### src/rtl/seq_detector.sv
// rtl/seq_detector.sv - serial bit-pattern detector with registered one-cycle hit flag (optional SEQ_DETECTOR_HIT_COUNT_EN adds hit_count)
module seq_detector #(
    parameter int                 SEQ_LEN = 4,
    parameter logic [SEQ_LEN-1:0] SEQ     = 4'b1010,
    parameter bit                 OVERLAP = 1'b1
) (
    input  logic        clk,
    input  logic        reset,
    input  logic        d,
    output logic        Z
`ifdef SEQ_DETECTOR_HIT_COUNT_EN
    ,
    output logic [15:0] hit_count
`endif
);

    localparam int               CW   = $clog2(SEQ_LEN + 1);
    localparam logic [CW-1:0]    FULL = CW'(SEQ_LEN);

    logic [SEQ_LEN-1:0] hist;
    logic [SEQ_LEN-1:0] hist_next;
    logic [CW-1:0]      cnt;
    logic [CW-1:0]      cnt_inc;
    logic               hit;

    // Next history and saturating fill count; the fill gate keeps reset-value history from matching
    always_comb begin
        hist_next = {hist[SEQ_LEN-2:0], d};
        cnt_inc   = (cnt == FULL) ? FULL : cnt + 1'b1;
        hit       = (hist_next == SEQ) && (cnt_inc == FULL);
    end

    // Shift in one bit per edge; in non-overlap mode a hit restarts the fill count
    always_ff @(posedge clk or negedge reset) begin
        if (!reset) begin
            hist <= '0;
            cnt  <= '0;
            Z    <= 1'b0;
        end else begin
            hist <= hist_next;
            cnt  <= (hit && !OVERLAP) ? '0 : cnt_inc;
            Z    <= hit;
        end
    end

`ifdef SEQ_DETECTOR_HIT_COUNT_EN
    // Count detections, wrapping at 16 bits
    always_ff @(posedge clk or negedge reset) begin
        if (!reset) begin
            hit_count <= '0;
        end else if (hit) begin
            hit_count <= hit_count + 16'd1;
        end
    end
`endif

endmodule

### config.mk
export PLATFORM = sky130hd
export DESIGN_NAME = seq_detector
export DESIGN_NICKNAME = d
export VERILOG_FILES = /design/src/rtl/seq_detector.sv
export SDC_FILE = /design/constraint.sdc
export NUM_CORES = 1
export LEC_CHECK = 0
export ABC_AREA = 1
export CAP_MARGIN = 40
export CORE_AREA = 2 2 39 41
export DETAILED_ROUTE_END_ITERATION = 10
export DIE_AREA = 0 0 41 43
export SLEW_MARGIN = 40
export SYNTH_ARGS = -nofsm -noshare
export SYNTH_HDL_FRONTEND = slang
export SYNTH_SLANG_ARGS = --single-unit
### constraint.sdc
create_clock -name clk -period 2.58 [get_ports clk]
set_input_delay 0.387 -clock clk [delete_from_list [all_inputs] [get_ports clk]]
set_output_delay 0.387 -clock clk [all_outputs]
set_load 0.05 [all_outputs]
After elaboration in Yosys (flattened, before gate mapping)
Cells that the tools add are included.
Widths: inputs -> output; s select.
{ "word_totals": {"latchBits": 0, "regBits": 7, "wordCells": 9, "ram_bits": 0, "rom_bits": 0, "in_bits": 3, "mem_count": 0} }
{ "classes": {"add_sub_neg": 1, "magnitude_cmp": 0, "shift": 0, "bitwise": 0, "div": 0, "n_mul": 0, "eq_ne": 3, "muxes": 1, "reduce_logical": 1} }
{ "ops": {"columns": ["operator", "count"], "rows": [
  ["$eq 3x3->1 const B", 2],
  ["$eq 4x4->1 const B", 1],
  ["$add 3x1->3 const B", 1],
  ["$mux 3", 1],
  ["$logic_and 1x1->1", 1]
]} }

Depth between registers and ports, before layout
Gate-level depths: netlist of the first run.
{ "depth": {"depth_word": 4, "depth_mapped": 6} }

Worst setup path before layout of the first run
Ideal clock, no wire load.
{ "synth_path": {"path_type": "register to output", "start": "register Z", "end": "output port Z", "required_ns": 2.193, "setup_slack_ns": 1.607, "arrival_ns": 0.586, "path_stages_with_launch": 1, "cell_sequence": "dfrtp_1"} }
{ "synth_lines": {"columns": ["item", "line", "text"], "rows": [
  ["from (decl)", "10", "output logic Z"],
  ["from (signal assigned)", "42", "Z <= hit;"]
]} }
No word-level cell between the ends.

Final worst setup path of the first run
{ "layout_path": {"start": "register Z", "end": "output port Z"} }
No word-level cell between the ends.

==> flow_summary.toml, run 1 <==
[clocking]
cts-resized-gates = 0
cts_buffers = 3
clk_latency_ns = 0.24
cts_num_sinks = 7
hold_buffers = 0
root_buffer = "clkbuf_4"
clock_path_buffers = 2
cts_tree = "built"
cts_setup_buffers = 0
cts.clk_slew.worst_paths_ns = 0.05
htreeDepth = 1

[flow_run]
max_cap_violations = 0

[synth]
synth.top_cell.area_share_pct = 65.12
yosys_warnings = 0
post_synth.cell_area_avg_um2 = 9.963
netlist_instances = 27
syn-num-nets = 32
synth.yosys.seq_area_share_pct = 65.12
synth_top_cell_by_area = "dfrtp_1"
synth_cell_types = 6
synth-seq-cells = 7
synthTopCellsByArea = "dfrtp_1 65%, inv_1 9.8%, ha_1 9.3%, nand2_1 7.0%, nor2_1 7.0%"
synth_area_um2 = 269.0

[power]
worst_ir_drop_vdd_uv = 304.2
p_per_area_nw_per_um2 = 632.5
p_leak_nw = 0.1833
total_power_w = 0.0002184

[setup_path]
critPathBufInv = 1
critPathLaunchType = "flop"
path_delay_family = "buffers and inverters"
path_class = "flop to output pin"
worstPathCellList = "clkdlybuf4s50_1"
cp_slowest_stage_delay_ns = 0.79
required_ns = 2.19
end_kind = "output pin"
worstPathArrival_ns = 1.35
cpMaxStageDelayCell = "clkdlybuf4s50_1"
cp_max_fo = 1

[global_route]
grt-busiest-layer = "met4"
grt_overflow_total = 0
use_met3_pct = 1.571
grt_max_degree = 8
antenna_found_initial = 0
grtUsageTotal_pct = 6.008
met1_usage_pct = 6.397
use_met2_pct = 7.813
grt_pass1_wl_um = 641
first_global_vias = 182

[sta]
setup_violations = 0
finalCritPeriodShare_pct = 67.24
worstMarginPinSlew_ns = 0.4881
final_hold_viol_count = 0
finalMaxSlewViolations = 0
rsz0062_at_grt = "false"
max_freq_mhz = 576.4
fin_crit_ns = 1.735
worst_slack_ns = 0.8452
fin_skew_ns = 0.0001524
finalSetupTns_ns = 0
maxSlewHeadroom_pct = 67.36

[floorplanning]
io_pins = 4
dieArea_um2 = 1763
rows = 14
fp.dieH_um = 43
initial_core_util_pct = 19.44
die_x_um = 41
design.core.area_um2 = 1384

[routing]
via_per_inst = 3.500
routed-via-count = 175
wire_per_inst_um = 7.160
drtAntennaViolNets = 0
drt-pass1-iter-count = 1
finalWirelength_um = 358
first_iter_violations = 0
drc = 0

[placement]
pre_cts_ws_ns = 1.096
hpwl_um = 290.3
globalplace.congestion = 0.6573
place_inst = 46
io_buffers = 3

[layout]
instances_no_fill = 50
layout_common_cells = "7 x dfrtp_1, 7 x inv_1, 5 x nand2_1, 5 x nor2_1"
area_growth_pct = 28.37
nets = 40
drive_above_1_share_pct = 8.824
fin_util_pct = 24.95
diodes = 0
fill_cells = 151

[status]
status = "finished, final reports clean"

[min_path]
min_path_type = "flop to flop"
metal layers:
| layer | share of wire, % | wire length, um | vias up |
|---|---|---|---|
| met4 | 0 | 0 | 0 |
| met5 | 0 | 0 | - |
| met3 | 4.2 | 15 | 0 |
| met1 | 46 | 163 | 82 |
| met2 | 50 | 178 | 3 |
| li1 | - | - | 90 |
cell families after synthesis:
group,share of synthesized area [%]
simple gates,15.81
flops,65.12
buf+inv,9.769
fa+ha+maj,9.301
area by class of cell:
class / instances / area (um^2) / area share [%]
Sequential cell: 7 / 175.2 / 50.72
Inverter: 7 / 26.28 / 7.609
Multi-Input combinational cell: 13 / 67.56 / 19.57
Clock buffer: 4 / 26.28 / 7.609
Tap cell: 16 / 20.02 / 5.797
Timing Repair Buffer: 3 / 30.03 / 8.696
metrics by stage:
step                      hold slack [ns]  area [um^2]
after floorplan                   0.09141        269.0
after global placement             0.3685        319.1
after detailed placement           0.3655        319.1
after CTS                          0.3805        345.3
after global routing               0.3948        345.3
final                              0.3781        345.3
state kept, by name (all words and copies together) (netlist names):
name / count
Z: 1
cnt: 3
hist: 3
path summary, 6_finish.rpt:
kind | startpoint | endpoint | slack [ns] | depth (start not counted)
min in group asynchronous | reset | cnt[1]$_DFF_PN0_ | 0.40 | 1
max in group asynchronous | reset | cnt[0]$_DFF_PN0_ | 1.95 | 1
setup / recovery | Z$_DFF_PN0_ | Z | 0.85 | 1
hold / removal | hist[0]$_DFF_PN0_ | hist[1]$_DFF_PN0_ | 0.38 | 0
hold reg to reg | hist[0]$_DFF_PN0_ | hist[1]$_DFF_PN0_ | 0.38 | 0
setup reg to reg | cnt[0]$_DFF_PN0_ | Z$_DFF_PN0_ | 1.54 | 5
Yosys cell counts (all sizes together):
| cell | number |
|---|---|
| nand2 | 5 |
| nor2 | 5 |
| dfrtp | 7 |
| inv | 7 |
| nand3 | 1 |
| ha | 2 |
where the power goes:
group / internal, W / leakage, nW / switching [W]
Combinational: 0.00000421 / 0.0829 / 0.00000516
Clock: 0.0000588 / 0.0150 / 0.0000365
Sequential: 0.000113 / 0.0854 / 0.00000106
No activity file was read; power rests on OpenSTA's default activity.
==> run 2: changes to the inputs <==
==> constraint.sdc (replaced) <==
create_clock -name clk -period 1.4 [get_ports clk]
set_input_delay 0.21 -clock clk [delete_from_list [all_inputs] [get_ports clk]]
set_output_delay 0.21 -clock clk [all_outputs]
set_load 0.05 [all_outputs]
==> flow_summary.toml, run 2 (synthesis results as in run 1) <==
[sta]
final_hold_viol_count = 0
finalCritPeriodShare_pct = 75.00
maxSlewHeadroom_pct = 80.47
finalMaxSlewViolations = 0
hold_slack_ns = 0.2167
worstMarginPinSlew_ns = 0.2921
fin_crit_ns = 1.050
max_freq_mhz = 952.3
setup_violations = 0
rsz0062_at_grt = "false"
fin_skew_ns = 0.001233
finalSetupTns_ns = 0

[power]
total_power_w = 0.0003998
worst_ir_drop_vdd_uv = 439.2
p_per_area_nw_per_um2 = 1125
p_leak_nw = 0.1881

[layout]
reg_top3 = "cnt (3), hist (3), Z (1)"
area_growth_pct = 32.09
diodes = 0
drive_above_1_share_pct = 11.76
layout_common_cells = "7 x dfrtp_1, 7 x inv_1, 5 x nand2_1, 5 x nor2_1, 3 x clkbuf_4"
nets = 40

[routing]
via_per_inst = 3.480
drc = 0
drt-pass1-iter-count = 2
wire_per_inst_um = 6.680
first_iter_violations = 5
finalWirelength_um = 334
drtAntennaViolNets = 0
routed-via-count = 174

[global_route]
grt_pass1_wl_um = 634
antenna_found_initial = 0
grtUsageTotal_pct = 5.888
grt_max_degree = 8
first_global_vias = 180
grt_overflow_total = 0

[clocking]
clock_path_buffers = 2
cts_num_sinks = 7
cts_setup_buffers = 0
cts.clk_slew.worst_paths_ns = 0.05
clk_latency_ns = 0.24
htreeDepth = 1
root_buffer = "clkbuf_4"
cts_buffers = 3
cts-resized-gates = 0
hold_buffers = 0
cts_tree = "built"

[placement]
globalplace.congestion = 0.6682
io_buffers = 3
hpwl_um = 284

[setup_path]
reg2reg_depth = 6
cp_max_fo = 2
path_class = "flop to flop"
end_kind = "flop"
r2r_end = "Z$_DFF_PN0_"
regToRegSetupSlack_ns = 0.35
worstPathArrival_ns = 1.18
rr_startpoint = "cnt[0]$_DFF_PN0_"
critPathLaunchType = "flop"
required_ns = 1.53

[floorplanning]
rows = 14
fp.dieH_um = 43
io_pins = 4
die_x_um = 41
initial_core_util_pct = 19.44
design.core.area_um2 = 1384
dieArea_um2 = 1763

[flow_run]
max_cap_violations = 0

[min_path]
min_path_type = "primary input to async pin"

[status]
status = "finished, final reports clean"
-- run 2: cell type report --
class / instances / area [um^2]
inverter: 7 / 26.28
tap: 16 / 20.02
fill: 138 / 1028
timing repair buffer: 3 / 40.04
multi-input combinational: 13 / 67.56
clock buffer: 4 / 26.28
sequential: 7 / 175.2
-- run 2: routing by layer --
layer / track usage [%] / wire length, um
met5: 0 / 0
met4: 8.000 / 0
met3: 1.571 / 10
met2: 7.813 / 182
met1: 6.000 / 141
-- run 2: worst max path at each step --
stage               cells past startpoint              from          end  slack [ns]
floorplan                               5  cnt[0]$_DFF_PN0_  Z$_DFF_PN0_        0.44
finish                                  6  cnt[0]$_DFF_PN0_  Z$_DFF_PN0_        0.35
detailed placement                      6  cnt[0]$_DFF_PN0_  Z$_DFF_PN0_        0.36
global placement                        5  cnt[0]$_DFF_PN0_  Z$_DFF_PN0_        0.39
global route                            6  cnt[0]$_DFF_PN0_  Z$_DFF_PN0_        0.21
CTS                                     6  cnt[0]$_DFF_PN0_  Z$_DFF_PN0_        0.36
-- run 2: critical path: stages, from the launching register on --
cell and delay [ns]:
dfrtp_1 0.34, inv_1 0.06, ha_1 0.19, nand2_1 0.09, nand2_1 0.06, nor2_1 0.13
nor2_1 0.06
-- run 2: metrics by stage --
step / cell area (um^2) / util (%) / setup WS (ns) / instances
final: 355.3 / 25.68 / 0.3500 / 50
after global routing: 355.3 / 25.68 / 0.2063 / 50
after CTS: 355.3 / 25.68 / 0.3570 / 50
after detailed placement: 329.1 / 23.78 / 0.3642 / 46
after global placement: 329.1 / 23.78 / 0.3925 / 46
after floorplan: 269.0 / - / 0.4399 / 27
-- run 2: report_power, final --
group	internal [W]	switching, W
combinational	0.00000933	0.00000928
sequential	0.000208	0.00000238
clock	0.000108	0.0000627
total	0.000325	0.0000744
